File: src/rtl/alu_fault_monitor.sv
// rtl/alu_fault_monitor.sv - ALU result monitor with replay-on-error and saturating error counters
// Qualifies checker flags by opcode, requests replays up to MAX_RETRY, then reports a fault.

module alu_fault_monitor #(
  parameter int MAX_RETRY = 2
) (
  input  logic        clock,
  input  logic        reset,
  input  logic        in_valid,
  input  logic [4:0]  ctrl_ALUopcode,
  input  logic [31:0] data_result,
  input  logic        adder_has_error,
  input  logic        sra_has_error,
  input  logic        sll_has_error,
  input  logic        clear_counts,
  output logic        in_ready,
  output logic        replay,
  output logic        out_valid,
  output logic [31:0] out_result,
  output logic        out_fault,
  output logic [7:0]  adder_err_count,
  output logic [7:0]  shift_err_count
);

  localparam int RW = (MAX_RETRY < 1) ? 1 : $clog2(MAX_RETRY + 1);
  localparam logic [RW-1:0] MAX_CNT = RW'(MAX_RETRY);

  typedef enum logic [1:0] {
    IDLE   = 2'd0,
    REPLAY = 2'd1,
    WAIT   = 2'd2
  } state_t;

  state_t        state;
  logic [RW-1:0] retry_cnt;

  logic adder_op;
  logic sll_op;
  logic sra_op;
  logic adder_hit;
  logic shift_hit;
  logic qerr;
  logic accept;
  logic exhausted;

  always_comb begin
    adder_op  = (ctrl_ALUopcode == 5'd0) || (ctrl_ALUopcode == 5'd1);
    sll_op    = (ctrl_ALUopcode == 5'd4);
    sra_op    = (ctrl_ALUopcode == 5'd5);
    accept    = in_valid & in_ready;
    adder_hit = accept & adder_op & adder_has_error;
    shift_hit = accept & ((sll_op & sll_has_error) | (sra_op & sra_has_error));
    qerr      = (adder_op & adder_has_error) | (sll_op & sll_has_error) |
                (sra_op & sra_has_error);
    exhausted = (retry_cnt == MAX_CNT);
  end

  // in_ready is kept registered alongside the state so it is low exactly in REPLAY.
  always_ff @(posedge clock or posedge reset) begin
    if (reset) begin
      state      <= IDLE;
      retry_cnt  <= '0;
      in_ready   <= 1'b1;
      replay     <= 1'b0;
      out_valid  <= 1'b0;
      out_fault  <= 1'b0;
      out_result <= '0;
    end else begin
      out_valid <= 1'b0;
      out_fault <= 1'b0;
      replay    <= 1'b0;
      case (state)
        REPLAY: begin
          state    <= WAIT;
          in_ready <= 1'b1;
        end
        default: begin
          if (accept) begin
            if (!qerr || exhausted) begin
              out_valid  <= 1'b1;
              out_fault  <= qerr;
              out_result <= data_result;
              retry_cnt  <= '0;
              state      <= IDLE;
              in_ready   <= 1'b1;
            end else begin
              retry_cnt <= retry_cnt + RW'(1);
              state     <= REPLAY;
              replay    <= 1'b1;
              in_ready  <= 1'b0;
            end
          end
        end
      endcase
    end
  end

  // Every erroneous attempt counts, replays included; clear wins over an increment.
  always_ff @(posedge clock or posedge reset) begin
    if (reset) begin
      adder_err_count <= '0;
      shift_err_count <= '0;
    end else if (clear_counts) begin
      adder_err_count <= '0;
      shift_err_count <= '0;
    end else begin
      if (adder_hit && adder_err_count != 8'hFF)
        adder_err_count <= adder_err_count + 8'd1;
      if (shift_hit && shift_err_count != 8'hFF)
        shift_err_count <= shift_err_count + 8'd1;
    end
  end

endmodule
File: config.mk
export PLATFORM = sky130hd
export DESIGN_NAME = alu_fault_monitor
export DESIGN_NICKNAME = d
export VERILOG_FILES = /design/src/rtl/alu_fault_monitor.sv
export SDC_FILE = /design/constraint.sdc
export NUM_CORES = 1
export LEC_CHECK = 0
export ABC_AREA = 1
export BUFFER_PORTS_ARGS = -buffer_cell sky130_fd_sc_hd__buf_2
export CAP_MARGIN = 0
export CELL_PAD_IN_SITES_DETAIL_PLACEMENT = 1
export CELL_PAD_IN_SITES_GLOBAL_PLACEMENT = 1
export CORE_MARGIN = 8
export CORE_UTILIZATION = 37
export CTS_BUF_LIST = sky130_fd_sc_hd__clkbuf_2
export CTS_CLUSTER_SIZE = 16
export DETAILED_ROUTE_END_ITERATION = 12
export GPL_TIMING_DRIVEN = 0
export PLACE_DENSITY_LB_ADDON = 0.1
export SKIP_CTS_REPAIR_TIMING = 1
export SLEW_MARGIN = 20
export SYNTH_ARGS = -nofsm -noshare
export SYNTH_HDL_FRONTEND = slang
export SYNTH_SLANG_ARGS = --single-unit
File: constraint.sdc
create_clock -name clock -period 1.9 [get_ports clock]
set_input_delay 0.19 -clock clock [delete_from_list [all_inputs] [get_ports clock]]
set_output_delay 0.19 -clock clock [all_outputs]
set_load 0.05 [all_outputs]
Yosys cells after proc, flatten, opt, wreduce, memory -nomap -nowiden. Cells that the tools add are included.

Add/subtract/negate cells: 3. Multipliers: 0. Divide/modulo/power cells: 0. Order comparisons: 0. Equality and inequality tests: 7. Shifts and indexed selects: 0. Mux-type cells: 19. Bitwise logic cells: 11. Reductions and logical operators: 11.

Operator list (number): 8-bit two-way mux (4); 8-bit by 1-bit adder with 8-bit output (second input constant) (2); 8-bit inequality test (second input constant) (2); 1-bit two-way mux (12); 5-bit by 3-bit equality test with 1-bit output (second input constant) (2); 1-bit bitwise AND (7); 2-bit two-way mux (3); 2-bit nonzero test (3); 5-bit by 1-bit equality test with 1-bit output (second input constant) (1); 5-bit zero test (1); 1-bit OR (3); 3-bit AND reduction (1); 2-bit by 1-bit adder with 2-bit output (second input constant) (1); 2-bit by 1-bit equality test with 1-bit output (second input constant) (1); 2-bit equality test (second input constant) (1); 1-bit logical AND (2); 1-bit logical OR (2); 2-bit AND reduction (1); 1-bit zero test (1); 1-bit inverter (1).

Register bits: 56. Latch bits: 0. Memory bits (writable): 0. ROM bits: 0. Output and inout port bits: 52. Word-level logic and storage cells: 60. Memories: 0.

Longest topological paths before layout.
Depth in word-level cells: 10. Depth in mapped cells: 10.

Worst setup path before layout. OpenSTA, ideal clock, no wires.

Path kind: register -> register. Start: reg adder_err_count[1]. End: reg adder_err_count[0]. Data arrival time: 1.528 ns. Slack: 0.255 ns. Cell stages (with the launch flop): 10. Path through: dfrtp_1 ha_1 inv_1 nor2_1 nand2_1 nand3_1 buf_4 nand2_1 nand2_1 nor2_1.

Longest elaborated chain between the ends: 3.

RTL lines: from (decl) (RTL line 21) `output logic [7:0] adder_err_count,`; from (signal assigned) (RTL line 108) `adder_err_count <= adder_err_count + 8'd1;`; 8-bit inequality test (RTL line 107) `if (adder_hit && adder_err_count != 8'hFF)`; 1-bit logical AND (RTL line 107); 2-bit nonzero test (no line).

Every way passes these cells. A chain may end at the register's enable or synchronous reset.

Worst setup path after layout.
Start: reg in_ready. End: reg shift_err_count[1].

Longest elaborated chain between the ends: 4.

RTL lines: from (decl) (RTL line 16) `output logic in_ready,`; from (signal assigned) (RTL line 63) `in_ready <= 1'b1;`; from (signal assigned) (RTL line 75) `in_ready <= 1'b1;`; from (signal assigned) (RTL line 85) `in_ready <= 1'b1;`; 1-bit bitwise AND (RTL line 50) `accept = in_valid & in_ready;`; 1-bit bitwise AND (RTL line 52) `shift_hit = accept & ((sll_op & sll_has_error) | (sra_op & sra_has_error));`; 1-bit logical AND (RTL line 109) `if (shift_hit && shift_err_count != 8'hFF)`; 2-bit nonzero test (no line); to (signal assigned) (RTL line 110) `shift_err_count <= shift_err_count + 8'd1;`; to (decl) (RTL line 22) `output logic [7:0] shift_err_count`.

Every way passes these cells.

==> impl_metrics.env <==
export IMPL_drt_iter0_drc=38
export IMPL_critical_path_top_delay_family="simple AND/OR/NAND/NOR gates"
export IMPL_die_area_sq_mm=0.0108
export IMPL_maxClockFrequency_mhz=625
export IMPL_slowest_delay_ps=610
export IMPL_rsz_0062_raised_after_global_routing="false"
export IMPL_finalWorstPathRequiredPeriod_ps=1600
export IMPL_post_synth_main_area_contributors="dfrtp_1 48%, nand2_1 14%, nand3_1 12%, nand2_2 4.8%, inv_1 4.2%"
export IMPL_timing_worst_setup_path_type="flop to flop"
export IMPL_yosys_register_bits=56
export IMPL_critical_path_required_ps=2320
export IMPL_reg2reg_to="shift_err_count[1]$_DFFE_PP0P_"
export IMPL_setup_viol_count_final=0
export IMPL_clkLatencyLatePin_ps=460
export IMPL_cts_max_path_buffers=2
export IMPL_drive_gt1_frac=0.309
export IMPL_synthMostInstantiatedCell="nand2_1"
export IMPL_p_leak_uw=0.00228
export IMPL_largest_family_of_logic_cells_by_synthesized_area="simple AND/OR/NAND/NOR gates"
export IMPL_synth_area_mux_share=0
export IMPL_num_vias=2789
export IMPL_numCtsBuffers=5
export IMPL_synth_compound_area_share=0.00701
export IMPL_synth_net_count=397
export IMPL_netlist_top_cells_count="104 x nand2_1, 66 x nand3_1, 55 x dfrtp_1, 32 x inv_1, 26 x nor2_1"
export IMPL_die_h_um=104
export IMPL_critical_path_n_buffers_inverters=1
export IMPL_ys_dominant_reg_cell="dfrtp_1"
export IMPL_synth_edf_count=0
export IMPL_areaGrowthSynthToFinish_pct=35.8
export IMPL_layout_core_utilization=0.509
export IMPL_cts_root_buf="clkbuf_2"
export IMPL_path_clk_slew_ps=290
export IMPL_grt_util_all_layers=0.148
export IMPL_finalNetCount=534
export IMPL_final_period_utilization=0.842
export IMPL_worstRegToRegCells=6
export IMPL_place_congestion=0.752
export IMPL_design_core_area_sq_mm=0.00761
export IMPL_cp_end_kind="flop"
export IMPL_timing_reg2reg_setup_slack_ps=300
export IMPL_max_slew_margin=0.631
export IMPL_synthAdderAreaFrac=0.0132
export IMPL_largest_net_degree_at_the_start_of_global_routing=52
export IMPL_globalRoute_totalOverflow=0
export IMPL_drt_total_wl_mm=9.01
export IMPL_vias_per_cell=4.73
export IMPL_cts_tree="yes"
export IMPL_clock_sinks=56
export IMPL_htree_levels=2
export IMPL_r2r_start="in_ready$_DFFE_PP1P_"
export IMPL_vdd_drop_max_mv=0.236
export IMPL_synthXorXnorAreaFrac=0.0153
export IMPL_critical_path_max_fanout=8
export IMPL_first_global_vias=2776
export IMPL_synth_largest_type_area_fraction=0.482
export IMPL_worstHoldPathType="primary input to asynchronous set/reset pin"
export IMPL_drv_slew=0
export IMPL_placed_cell_area_sq_mm=0.00349
export IMPL_ys_warnings_count=0
export IMPL_worst_setup_path_start_kind="flop"
export IMPL_final_hold_violation_count=0
export IMPL_synth_distinct_cells=26
export IMPL_worstSetupPathDepth=6
export IMPL_final_cell_area_sq_mm=0.00387
export IMPL_synth_simple_area_share=0.387
export IMPL_first_pass_iters=4
export IMPL_routed_wire_length_per_instance_um=15.3
export IMPL_postSynth_asyncResetShare=1.00
export IMPL_power_per_cell_area_mw_per_mm2=486
export IMPL_synth_yosys_seq_area_share=0.491
export IMPL_mappedNetlistArea_sq_mm=0.00285
export IMPL_fin_worst_skew_ps=23.3
export IMPL_fp_row_count=32
export IMPL_netlist_instances=350
export IMPL_drv_cap=0
export IMPL_placement_io_buffers=95
export IMPL_cp_cell_sequence="nand2_1 -> inv_1 -> nand3_1 -> nor2_2 -> nand3_1 -> nand2_1"
export IMPL_outcome="completed"
export IMPL_worstPathArrival_ps=2020
export IMPL_antenna_violating_nets_post_route=0
export IMPL_num_io_pins=96
export IMPL_drc=0
export IMPL_initial_core_utilization=0.375
export IMPL_die_w_um=104
export IMPL_cp_slowest_cell="dfstp_2"
export IMPL_antenna_diode_count=0
export IMPL_grt_first_pass_wirelength_mm=13.5
export IMPL_dp_final_hpwl_mm=6.12
export IMPL_hold_slack_ps=101
export IMPL_avgSynthCellArea_sq_um=8.15
export IMPL_netlist_top_cell_by_area="dfrtp_1"
export IMPL_worst_slew_pin_transition_ps=554
export IMPL_number_of_antenna_violations_at_the_first_check_in_global_routing=0
## worst max-delay path by stage
stage                                               from                              to
final                               in_ready$_DFFE_PP1P_  shift_err_count[1]$_DFFE_PP0P_
after global placement                             reset      out_result[26]$_DFFE_PP0P_
after floorplan           adder_err_count[1]$_DFFE_PP0P_  adder_err_count[0]$_DFFE_PP0P_
after global routing                in_ready$_DFFE_PP1P_  shift_err_count[1]$_DFFE_PP0P_
after detailed placement            in_ready$_DFFE_PP1P_  shift_err_count[1]$_DFFE_PP0P_
after CTS                           in_ready$_DFFE_PP1P_  shift_err_count[1]$_DFFE_PP0P_
## sequential cells by signal (all words and copies together), names as in the netlist
| signal | flops |
|---|---|
| state | 2 |
| out_fault | 1 |
| replay | 1 |
| adder_err_count | 8 |
| retry_cnt | 2 |
| out_valid | 1 |
| in_ready | 1 |
| out_result | 32 |
| shift_err_count | 8 |
## metrics by stage
stage | std cells | setup TNS (ps) | power (uW) | setup slack (ps)
2_1_floorplan | 350 | 0 | 1270 | 255
3_3_place_gp | 547 | -30970 | 1340 | -565
3_5_place_dp | 548 | 0 | 1350 | 306
4_1_cts | 556 | 0 | 1860 | 254
5_1_grt | 590 | 0 | 1970 | 169
6_report | 590 | 0 | 1880 | 300
## cell usage in the layout, fill, tap and decap left out, drive strengths merged
| master | count |
|---|---|
| buf | 107 |
| clkbuf | 7 |
| clkinv | 2 |
| dfrtp | 55 |
| dfstp | 1 |
| dlygate4sd3 | 34 |
| ha | 3 |
| inv | 36 |
| nand2 | 129 |
| nand3 | 67 |
| nand4 | 4 |
| nor2 | 31 |
| nor3 | 4 |
| o21ai | 1 |
| o21bai | 1 |
| o31ai | 1 |
| xnor2 | 1 |
| xor2 | 4 |
## layer usage
metal  share of wire  track usage  wire, um
met5               0            0         0
met4           0.013       0.0310       119
met2            0.53        0.263      4780
met1            0.41        0.174      3720
met3           0.043       0.0415       388
## cell type report
class	instances	area (sq um)
fill	991	3730
sequential	56	1400
multi-input combinational	246	1200
timing repair buffer	130	843
inverter	35	134
tap	102	128
buffer	13	115
clock buffer	5	25.0
clock inverter	3	22.5
## worst reg2reg max path, stage by stage (launching register included)
cell and delay (ps):
dfstp_2 610, nand2_1 100, inv_1 170, nand3_1 110
nor2_2 330, nand3_1 140, nand2_1 110
## power by group
part	internal, uW	total, uW	switching (uW)
Combinational	94.9	187	91.8
Clock	97.8	500	402
Sequential	1200	1200	0.000241
Total	1390	1880	494
## logic make-up after synthesis
kind of cell / after synthesis
buf+inv: 48
flops: 56
fa+ha+maj: 3
simple gates: 235
xor+xnor: 5
compound gates: 3
Note: power is estimated with default switching activity, not from simulation.
